$ cat src/rtl/spi_seq_pkg.sv
// Shared types for the quad-SPI flash sequencer.
//   seq_state_t    : sequencer states. The encoding is also the LED debug value.
//   pin_owner_t    : which engine currently drives the shared pin set.
//   seq_out_t      : bundle of the state-decoded outputs.
//   decode_outputs : maps a state to its output bundle.
package spi_seq_pkg;

    localparam int QE_BIT_DEF = 6;
    localparam int GUARD_DEF  = 4;

    typedef enum logic [2:0] {
        IDLE        = 3'd0,
        INIT_RUN    = 3'd1,
        INIT_CHECK  = 3'd2,
        GUARD       = 3'd3,
        READY       = 3'd4,
        READ_ACTIVE = 3'd5,
        ERROR       = 3'd6
    } seq_state_t;

    typedef enum logic [1:0] {
        NONE = 2'd0,
        INIT = 2'd1,
        READ = 2'd2
    } pin_owner_t;

    typedef struct packed {
        logic       en_init;
        logic       en_read;
        pin_owner_t pin_owner;
        logic       ready;
        logic       busy;
        logic       error;
    } seq_out_t;

    // Every state that is not listed leaves the pins unowned and both engines off.
    function automatic seq_out_t decode_outputs(input seq_state_t s);
        seq_out_t o;
        o = '0;
        case (s)
            INIT_RUN: begin
                o.en_init   = 1'b1;
                o.pin_owner = INIT;
            end
            READY: begin
                o.en_read   = 1'b1;
                o.pin_owner = READ;
                o.ready     = 1'b1;
            end
            READ_ACTIVE: begin
                o.en_read   = 1'b1;
                o.pin_owner = READ;
                o.ready     = 1'b1;
                o.busy      = 1'b1;
            end
            ERROR: begin
                o.error = 1'b1;
            end
            default: begin
            end
        endcase
        return o;
    endfunction

endpackage

$ cat src/rtl/seq_timer.sv
// Loadable down-counter with a zero flag.
//   clk, rst_n : clock, synchronous active-low reset (count clears to 0).
//   load       : load load_val (wins over dec).
//   load_val   : value to load.
//   dec        : count down by one; the count holds at 0.
//   zero       : count is 0.
module seq_timer #(
    parameter int WIDTH = 4
) (
    input  logic             clk,
    input  logic             rst_n,
    input  logic             load,
    input  logic [WIDTH-1:0] load_val,
    input  logic             dec,
    output logic             zero
);

    logic [WIDTH-1:0] count_q;

    always_ff @(posedge clk) begin
        if (!rst_n) begin
            count_q <= '0;
        end else if (load) begin
            count_q <= load_val;
        end else if (dec && (count_q != '0)) begin
            count_q <= count_q - WIDTH'(1);
        end
    end

    assign zero = (count_q == '0);

endmodule

$ cat src/rtl/spi_flash_sequencer.sv
// Sequencer for the shared quad-SPI pin set. It runs the init engine, checks
// the quad-enable bit, retries on failure and then serves AXI reads through
// the read engine. Between ownership changes it inserts a guard gap with no
// pin owner.
//   ACLK, ARESETn : clock, synchronous active-low reset.
//   start         : request (re)initialisation (level, sampled each cycle).
//   init_done     : init engine finished; init_status holds the captured status.
//   read_req      : AXI read address valid.
//   read_done     : one-cycle pulse when the read engine completes.
//   en_init/en_read/pin_owner : engine enables and pin mux select.
//   ready, busy, error        : configured / read in flight / init failed.
//   retry_cnt, status_q       : attempts consumed, last latched status.
//   state_dbg                 : current state encoding, for LEDs.
module spi_flash_sequencer
    import spi_seq_pkg::*;
#(
    parameter int QE_BIT       = QE_BIT_DEF,
    parameter int MAX_RETRY    = 3,
    parameter int INIT_TIMEOUT = 4096,
    parameter int GUARD_CYCLES = GUARD_DEF,
    parameter int AUTO_START   = 1
) (
    input  logic       ACLK,
    input  logic       ARESETn,
    input  logic       start,
    input  logic       init_done,
    input  logic [7:0] init_status,
    input  logic       read_req,
    input  logic       read_done,
    output logic       en_init,
    output logic       en_read,
    output logic [1:0] pin_owner,
    output logic       ready,
    output logic       busy,
    output logic       error,
    output logic [1:0] retry_cnt,
    output logic [7:0] status_q,
    output logic [2:0] state_dbg
);

    localparam int INIT_W = $clog2(INIT_TIMEOUT);
    localparam int GUARD_W = $clog2(GUARD_CYCLES + 1);
    localparam logic [INIT_W-1:0]  INIT_LOAD  = INIT_W'(INIT_TIMEOUT - 1);
    localparam logic [GUARD_W-1:0] GUARD_LOAD = GUARD_W'(GUARD_CYCLES - 1);
    localparam logic [1:0]         RETRY_MAX  = 2'(MAX_RETRY);

    seq_state_t state_q, state_d;
    seq_state_t guard_next_q, guard_next_d;
    logic [1:0] retry_d;
    logic [7:0] status_d;
    logic       start_pending_q, start_pending_d;
    logic       timed_out_q, timed_out_d;
    logic       auto_arm_q;
    seq_out_t   outs_q, outs_d;

    logic init_tmr_zero, guard_tmr_zero;
    logic init_tmr_load, guard_tmr_load;

    // Timers load on the edge that enters their state and count while in it,
    // so the zero flag marks the last cycle of the allowed window.
    assign init_tmr_load  = (state_d == INIT_RUN) && (state_q != INIT_RUN);
    assign guard_tmr_load = (state_d == GUARD) && (state_q != GUARD);

    seq_timer #(.WIDTH(INIT_W)) u_init_timer (
        .clk      (ACLK),
        .rst_n    (ARESETn),
        .load     (init_tmr_load),
        .load_val (INIT_LOAD),
        .dec      (state_q == INIT_RUN),
        .zero     (init_tmr_zero)
    );

    seq_timer #(.WIDTH(GUARD_W)) u_guard_timer (
        .clk      (ACLK),
        .rst_n    (ARESETn),
        .load     (guard_tmr_load),
        .load_val (GUARD_LOAD),
        .dec      (state_q == GUARD),
        .zero     (guard_tmr_zero)
    );

    // State and sequencing registers.
    // NOTE: clocked state uses non-blocking assignments so every register
    // samples the pre-edge values regardless of statement order.
    always_ff @(posedge ACLK) begin
        if (!ARESETn) begin
            state_q         <= IDLE;
            guard_next_q    <= IDLE;
            retry_cnt       <= '0;
            status_q        <= '0;
            start_pending_q <= 1'b0;
            timed_out_q     <= 1'b0;
            auto_arm_q      <= (AUTO_START != 0);
        end else begin
            state_q         <= state_d;
            guard_next_q    <= guard_next_d;
            retry_cnt       <= retry_d;
            status_q        <= status_d;
            start_pending_q <= start_pending_d;
            timed_out_q     <= timed_out_d;
            auto_arm_q      <= 1'b0;
        end
    end

    // Next-state and sequencing decisions.
    always_comb begin
        // NOTE: every signal assigned here gets a default first; a path that
        // skipped one would infer a latch.
        state_d         = state_q;
        guard_next_d    = guard_next_q;
        retry_d         = retry_cnt;
        status_d        = status_q;
        start_pending_d = start_pending_q;
        timed_out_d     = timed_out_q;

        case (state_q)
            IDLE: begin
                if (start || auto_arm_q) begin
                    state_d = INIT_RUN;
                end
            end
            INIT_RUN: begin
                // init_done in the last watchdog cycle still counts as done.
                if (init_done) begin
                    status_d    = init_status;
                    timed_out_d = 1'b0;
                    state_d     = INIT_CHECK;
                end else if (init_tmr_zero) begin
                    timed_out_d = 1'b1;
                    state_d     = INIT_CHECK;
                end
            end
            INIT_CHECK: begin
                // A timeout leaves status_q stale, so it must not pass the check.
                if (status_q[QE_BIT] && !timed_out_q) begin
                    guard_next_d = READY;
                    state_d      = GUARD;
                end else if (retry_cnt == RETRY_MAX) begin
                    state_d = ERROR;
                end else begin
                    retry_d      = retry_cnt + 2'd1;
                    guard_next_d = INIT_RUN;
                    state_d      = GUARD;
                end
            end
            GUARD: begin
                if (guard_tmr_zero) begin
                    state_d = guard_next_q;
                end
            end
            READY: begin
                // start wins; read_req stays pending on the bus for later.
                if (start) begin
                    retry_d      = '0;
                    guard_next_d = INIT_RUN;
                    state_d      = GUARD;
                end else if (read_req) begin
                    state_d = READ_ACTIVE;
                end
            end
            READ_ACTIVE: begin
                // Reads are never aborted; a start seen meanwhile (or with the
                // completing pulse) re-initialises once the read finishes.
                if (read_done) begin
                    if (start || start_pending_q) begin
                        start_pending_d = 1'b0;
                        retry_d         = '0;
                        guard_next_d    = INIT_RUN;
                        state_d         = GUARD;
                    end else begin
                        state_d = READY;
                    end
                end else if (start) begin
                    start_pending_d = 1'b1;
                end
            end
            ERROR: begin
                // Pins are already unowned here, so no guard gap is needed.
                if (start) begin
                    retry_d = '0;
                    state_d = INIT_RUN;
                end
            end
            default: begin
                state_d = IDLE;
            end
        endcase
    end

    // Outputs decode the next state and register it, so they change on the
    // same edge as the state itself.
    always_comb begin
        outs_d = decode_outputs(state_d);
    end

    always_ff @(posedge ACLK) begin
        if (!ARESETn) begin
            outs_q <= '0;
        end else begin
            outs_q <= outs_d;
        end
    end

    assign en_init   = outs_q.en_init;
    assign en_read   = outs_q.en_read;
    assign pin_owner = outs_q.pin_owner;
    assign ready     = outs_q.ready;
    assign busy      = outs_q.busy;
    assign error     = outs_q.error;
    assign state_dbg = state_q;

endmodule

$ cat config.mk
export PLATFORM = sky130hd
export DESIGN_NAME = spi_flash_sequencer
export DESIGN_NICKNAME = d
export VERILOG_FILES = /design/src/rtl/spi_seq_pkg.sv /design/src/rtl/seq_timer.sv /design/src/rtl/spi_flash_sequencer.sv
export SDC_FILE = /design/constraint.sdc
export NUM_CORES = 1
export LEC_CHECK = 0
export ABC_CLOCK_PERIOD_IN_PS = 2000
export BUFFER_PORTS_ARGS = -buffer_cell sky130_fd_sc_hd__buf_4
export CAP_MARGIN = 20
export CORE_ASPECT_RATIO = 1.4
export CORE_MARGIN = 1.5
export CORE_UTILIZATION = 49
export CTS_CLUSTER_DIAMETER = 120
export DETAILED_ROUTE_END_ITERATION = 16
export GPL_TIMING_DRIVEN = 0
export PLACE_DENSITY = 0.79
export REMOVE_ABC_BUFFERS = 1
export SLEW_MARGIN = 40
export SYNTH_ARGS = -nofsm -noshare
export SYNTH_HDL_FRONTEND = slang
export SYNTH_SLANG_ARGS = --single-unit
export TNS_END_PERCENT = 50
$ cat constraint.sdc
create_clock -name ACLK -period 2 [get_ports ACLK]
set_input_delay 0.3 -clock ACLK [delete_from_list [all_inputs] [get_ports ACLK]]
set_output_delay 0.3 -clock ACLK [all_outputs]
set_load 0.03 [all_outputs]
# Word-level counts from Yosys, hierarchy flattened
# Index checks and enable logic that the tools add are counted.
# op_classes
add_sub_neg	3
multipliers	0
div	0
order_cmp	0
eq_ne	22
shift	0
n_mux	39
bitwise	1
n_reduce_logical	27
# op_table
op	count
3-bit 2-to-1 mux	16
12-bit 2-to-1 mux	2
3-bit one-hot mux with 7 select lines	1
3-bit == test, second input constant	6
2-bit 2-to-1 mux	7
12-bit logical NOT	1
12-bit nonzero test	1
12-bit by 1-bit subtractor with 12-bit output, second input constant	1
1-bit 2-to-1 mux	10
2-bit != test, second input constant	5
3-bit by 2-bit == test with 1-bit output, second input constant	3
3-bit one-hot mux with 3 select lines	1
3-bit nonzero test	3
2-bit nonzero test	4
3-bit by 1-bit == test with 1-bit output, second input constant	2
3-bit logical NOT	2
2-bit one-hot mux with 3 select lines	1
6-bit AND reduction	1
2-bit OR reduction	3
1-bit logical AND	5
5-bit AND reduction	1
2-bit by 1-bit != test with 1-bit output, second input constant	2
2-bit one-hot mux with 2 select lines	1
2-bit AND reduction	2
other kinds (10)	11
# totals
reg_bits	40
latchBits	0
mem_bits_rw	0
mem_bits_ro	0
in_bits	14
n_memories	0

# Depth between registers and ports, before layout
# logic_depth
depth_word	7
mapped_depth	8
depth_no_buf	7

# Modules after synthesis
# Synthesis repeated with hierarchy kept, for this count alone.
# unflattened
cells_unflattened	239
area_unflattened_um2	1998.2
# by_module_without_submodules
mod	instances	cells_each	area_per_inst_um2	seq_area_each_um2
spi_flash_sequencer	1	129	1082.3	440.4
seq_timer at u_init_timer	1	89	730.7	240.2
seq_timer at u_guard_timer	1	21	185.2	60.1

# Worst setup path before layout
# Ideal clock, no wire load.
# synth_timing
path_kind	register to register
from	reg state_q[0] (netlist: state_dbg[0])
to	reg u_init_timer.count_q[10]
arrival_time_ns	2.195
required_time_ns	1.866
path_slack_ns	-0.329
stages_incl_launch_ff	9
path_buffers	3
period_less_slack_ns	2.329
cell_sequence	dfxtp_1 -> clkbuf_1 -> clkbuf_1 -> nor2_1 -> a22o_1 -> a22oi_1 -> o2111a_1 -> clkbuf_1 -> o22ai_1
# synth_via
elab_chain_len	6
elab_cells_between_ends	22
cone_classes	eq/ne: 8; mux: 10; reduce/logical: 4
# synth_lines
element	line	text
from (decl)	spi_flash_sequencer.sv:47	seq_state_t state_q, state_d;
from (signal assigned)	spi_flash_sequencer.sv:95	state_q <= state_d;
3-bit 2-to-1 mux (on tied branches)	spi_flash_sequencer.sv:157, spi_flash_sequencer.sv:128	
3-bit 2-to-1 mux (on tied branches)	spi_flash_sequencer.sv:153, spi_flash_sequencer.sv:124	
3-bit one-hot mux with 7 select lines	spi_flash_sequencer.sv:116	case (state_q)
3-bit by 1-bit == test with 1-bit output	spi_flash_sequencer.sv:61	assign init_tmr_load = (state_d == INIT_RUN) && (state_q != INIT_RUN);
1-bit logical AND	spi_flash_sequencer.sv:61	
12-bit 2-to-1 mux / 2-bit nonzero test (equally long branches)	n/a	
to (signal assigned)	seq_timer.sv:24	count_q <= load_val;
to (signal assigned)	seq_timer.sv:26	count_q <= count_q - WIDTH'(1);
to (decl)	seq_timer.sv:18	logic [WIDTH-1:0] count_q;
# Several ways; a longest one is shown, not always the timed one.
# A chain may end at the register's enable or synchronous reset.

# Worst setup path after layout
# layout_timing
from	reg u_init_timer.count_q[1]
to	reg u_guard_timer.count_q[2]
# layout_via
elab_chain_len	7
# layout_lines
element	line	text
12-bit logical NOT	seq_timer.sv:30	assign zero = (count_q == '0);
3-bit 2-to-1 mux	spi_flash_sequencer.sv:128	end else if (init_tmr_zero) begin
3-bit 2-to-1 mux	spi_flash_sequencer.sv:124	if (init_done) begin
3-bit one-hot mux with 7 select lines	spi_flash_sequencer.sv:116	
3-bit by 2-bit == test with 1-bit output	spi_flash_sequencer.sv:62	assign guard_tmr_load = (state_d == GUARD) && (state_q != GUARD);
1-bit logical AND	spi_flash_sequencer.sv:62	
2-bit OR reduction (no source line)	n/a	
to (signal assigned)	seq_timer.sv:24	
to (signal assigned)	seq_timer.sv:26	
to (decl)	seq_timer.sv:18	
# No other way between the ends.

==> out/summary.txt <==
Status -> complete, but fails checks
Failing checks -> negative setup slack
Area growth from synthesis to final layout -> 27.6%
Unrepaired setup endpoints after global routing -> true
Final period utilization -> 102%
Synth Flop Type -> dfxtp_1
Synth top area cells -> dfxtp_1 (40%), nand2_1 (5.0%), xnor2_1 (4.6%)
Top cell type by total area after synthesis -> dfxtp_1
CTS clk-pin slew, worst paths -> 70 ps
Final setup vio count -> 5
Total CTS buffers -> 5
Core Rows -> 26
Utilization after layout -> 65.4%
Hold Fails Final Rpt -> 0
Top cells by count, synth -> dfxtp_1 (38), nand2_1 (25), a21oi_1 (15)
Worst-Margin Slew -> 527 ps
Synthesized area -> 0.00188 mm²
Pre-antenna DRT Iters -> 4
Post-Syn Area per Cell -> 8.45 µm²
Routability Congestion -> 0.855
CTS tree -> yes
Number of antenna cells inserted -> 0
Top-count cell post-synth -> dfxtp_1
Final Non-Filler Cells -> 303
Cell area after layout -> 0.00240 mm²
Die width -> 55.4 µm
First-pass GRT wire length -> 7.39 mm
Max cap viols -> 0
Buffers added on ports -> 33
Clk_lat worst skew -> 290 ps
Dpl cells -> 281
Cell Pwr Density -> 1090 mW/mm²
Ys async rst share -> 0%
Root Driver -> clkbuf_8
Initial antenna violation count -> 0
F_max -> 490 MHz
Worst EP required -> 2160 ps
Met3 Use GR -> 3.74%
Most used routing layer -> met2
Via-to-Cell Ratio -> 5.87
Worst Hold Slack -> 258 ps
Pin count of the biggest net entering global routing -> 29
Worst setup margin -> -42.1 ps
Fillers -> 302
Final Slew Violations -> 0
Hold Buf Count CTS -> 0
Met1 Use GR -> 22.7%
Post-Route WL -> 4.48 mm
Instance area at placement -> 0.00210 mm²
CTS Sinks -> 38
VDD IR max -> 0.00124 V
GRT overflow -> 0
Share of cells above drive strength 1 -> 29.9%
Full die area -> 0.00423 mm²
Wirelength per Cell -> 14.8 µm
Post-DRT Antenna Nets -> 0
Sequential area share after synthesis -> 40.4%
Layout net count -> 279
Cells after synthesis -> 223
Min-delay worst type -> primary input to flip-flop
Chip height -> 76.4 µm
Setup Skew -> 10.8 ps
I/O pins -> 34
Drc violations -> 0
Critical path startpoint category -> flip-flop
Clock buffer depth -> 2
Pleak -> 0.977 nW
CP endpoint kind -> flip-flop
WP data arrival -> 2210 ps
Yosys reg bits -> 38
Post-synth EDFFs -> 0
Worst Path Max Fanout -> 4
Total GRT Usage -> 21.6%
Detail Placement HPWL -> 2.84 mm
Slew HR -> 64.6%
Distinct cell type count after synthesis -> 54
Initial Util -> 51.3%
Via count -> 1779
Core Region -> 0.00368 mm²
Vias in the first global route -> 1704
Met2 GRT Util -> 38.9%
Setup TNS -> -66.5 ps
Initial drt markers -> 59
Yosys warning count -> 0
Crit path time final -> 2040 ps
Post-synth top area share -> 40.4%
WS Path Type -> flip-flop to flip-flop
CTS H-Tree Depth -> 2
==> logic make-up (layout without fill, tap and decap cells) <==
logic type | count (synthesis) | count (layout) | share of synthesized area [%]
adder cells (fa/ha/maj) | 4 | 4 | 2.66
buffers and inverters | 26 | 64 | 6.37
AO/OA/AOI/OAI | 57 | 57 | 20.3
AND/OR/NAND/NOR | 87 | 87 | 25.2
XOR/XNOR | 11 | 11 | 5.11
flip-flops | 38 | 38 | 40.4
==> critical path, stage by stage (launching register included) <==
cell     delay [ps]
dfxtp_2         320
inv_2            70
ha_4            130
or3b_4          390
or4_4           540
and2_4          180
o311a_1         300
==> repair_timing <==
item / CTS / global route
endpoints found under the setup margin: 19 / 24
pin swaps: 8 / 3
setup buffers: 10 / 5
gates resized for setup: 18 / 2
==> sequential cells by signal (all words and copies together) (netlist names) <==
register / flops
error: 1
state_dbg: 3
u_guard_timer.count_q: 3
auto_arm_q: 1
u_init_timer.count_q: 12
busy: 1
guard_next_q: 2
timed_out_q: 1
pin_owner: 2
ready: 1
status_q: 8
retry_cnt: 2
start_pending_q: 1
==> per-layer routing <==
metal | vias up | part of all wire [%] | routed length, µm
met3 | 10 | 3.9 | 174
met5 | - | 0 | 0
li1 | 875 | - | -
met4 | 0 | 2.3 | 101
met2 | 50 | 54 | 2430
met1 | 844 | 40 | 1770
==> area by class of cell <==
type | instances | area [µm²] | share of cell area (%)
multi-input combinational | 159 | 1060 | 44.1
clock inverter | 1 | 30.0 | 1.25
sequential | 38 | 768 | 31.9
tap | 42 | 52.6 | 2.19
clock buffer | 6 | 82.6 | 3.43
inverter | 9 | 33.8 | 1.40
timing repair buffer | 48 | 377 | 15.7
==> power by group <==
part	total [mW]	switching, mW	internal, mW
clock network	0.644	0.246	0.399
registers	1.03	0.137	0.894
logic	0.940	0.470	0.470
total	2.62	0.853	1.76
==> path summary, 6_finish.rpt <==
check,end,start,slack [ps],cells past startpoint
worst min register to register,status_q[3]$_SDFFE_PN0P_,status_q[3]$_SDFFE_PN0P_,460,2
worst max-delay path,u_guard_timer.count_q[2]$_SDFFE_PP0P_,u_init_timer.count_q[1]$_SDFFE_PN0P_,-40,6
worst max register to register,u_guard_timer.count_q[2]$_SDFFE_PP0P_,u_init_timer.count_q[1]$_SDFFE_PN0P_,-40,6
worst min-delay path,status_q[7]$_SDFFE_PN0P_,init_status[7],260,3
==> metrics by stage <==
step                      total power [mW]  setup slack [ps]
after detailed placement              1.72              -332
after CTS                             2.54             -2.67
after global placement                1.70              -291
after global routing                  2.77              -114
after floorplan                       1.52              -146
final                                 2.62             -42.1
==> cell usage in the layout (no fill, tap or decap), types with 4 or more instances in the layout <==
cell type,instances
nor2_1,14
inv_1,6
buf_4,46
xnor2_1,10
o211ai_1,4
dfxtp_1,32
nor3_1,10
a21oi_1,15
clkbuf_8,6
o21ai_0,9
nand2_1,25
dfxtp_2,6
o22ai_1,9
(Power assumes the default switching activity.)
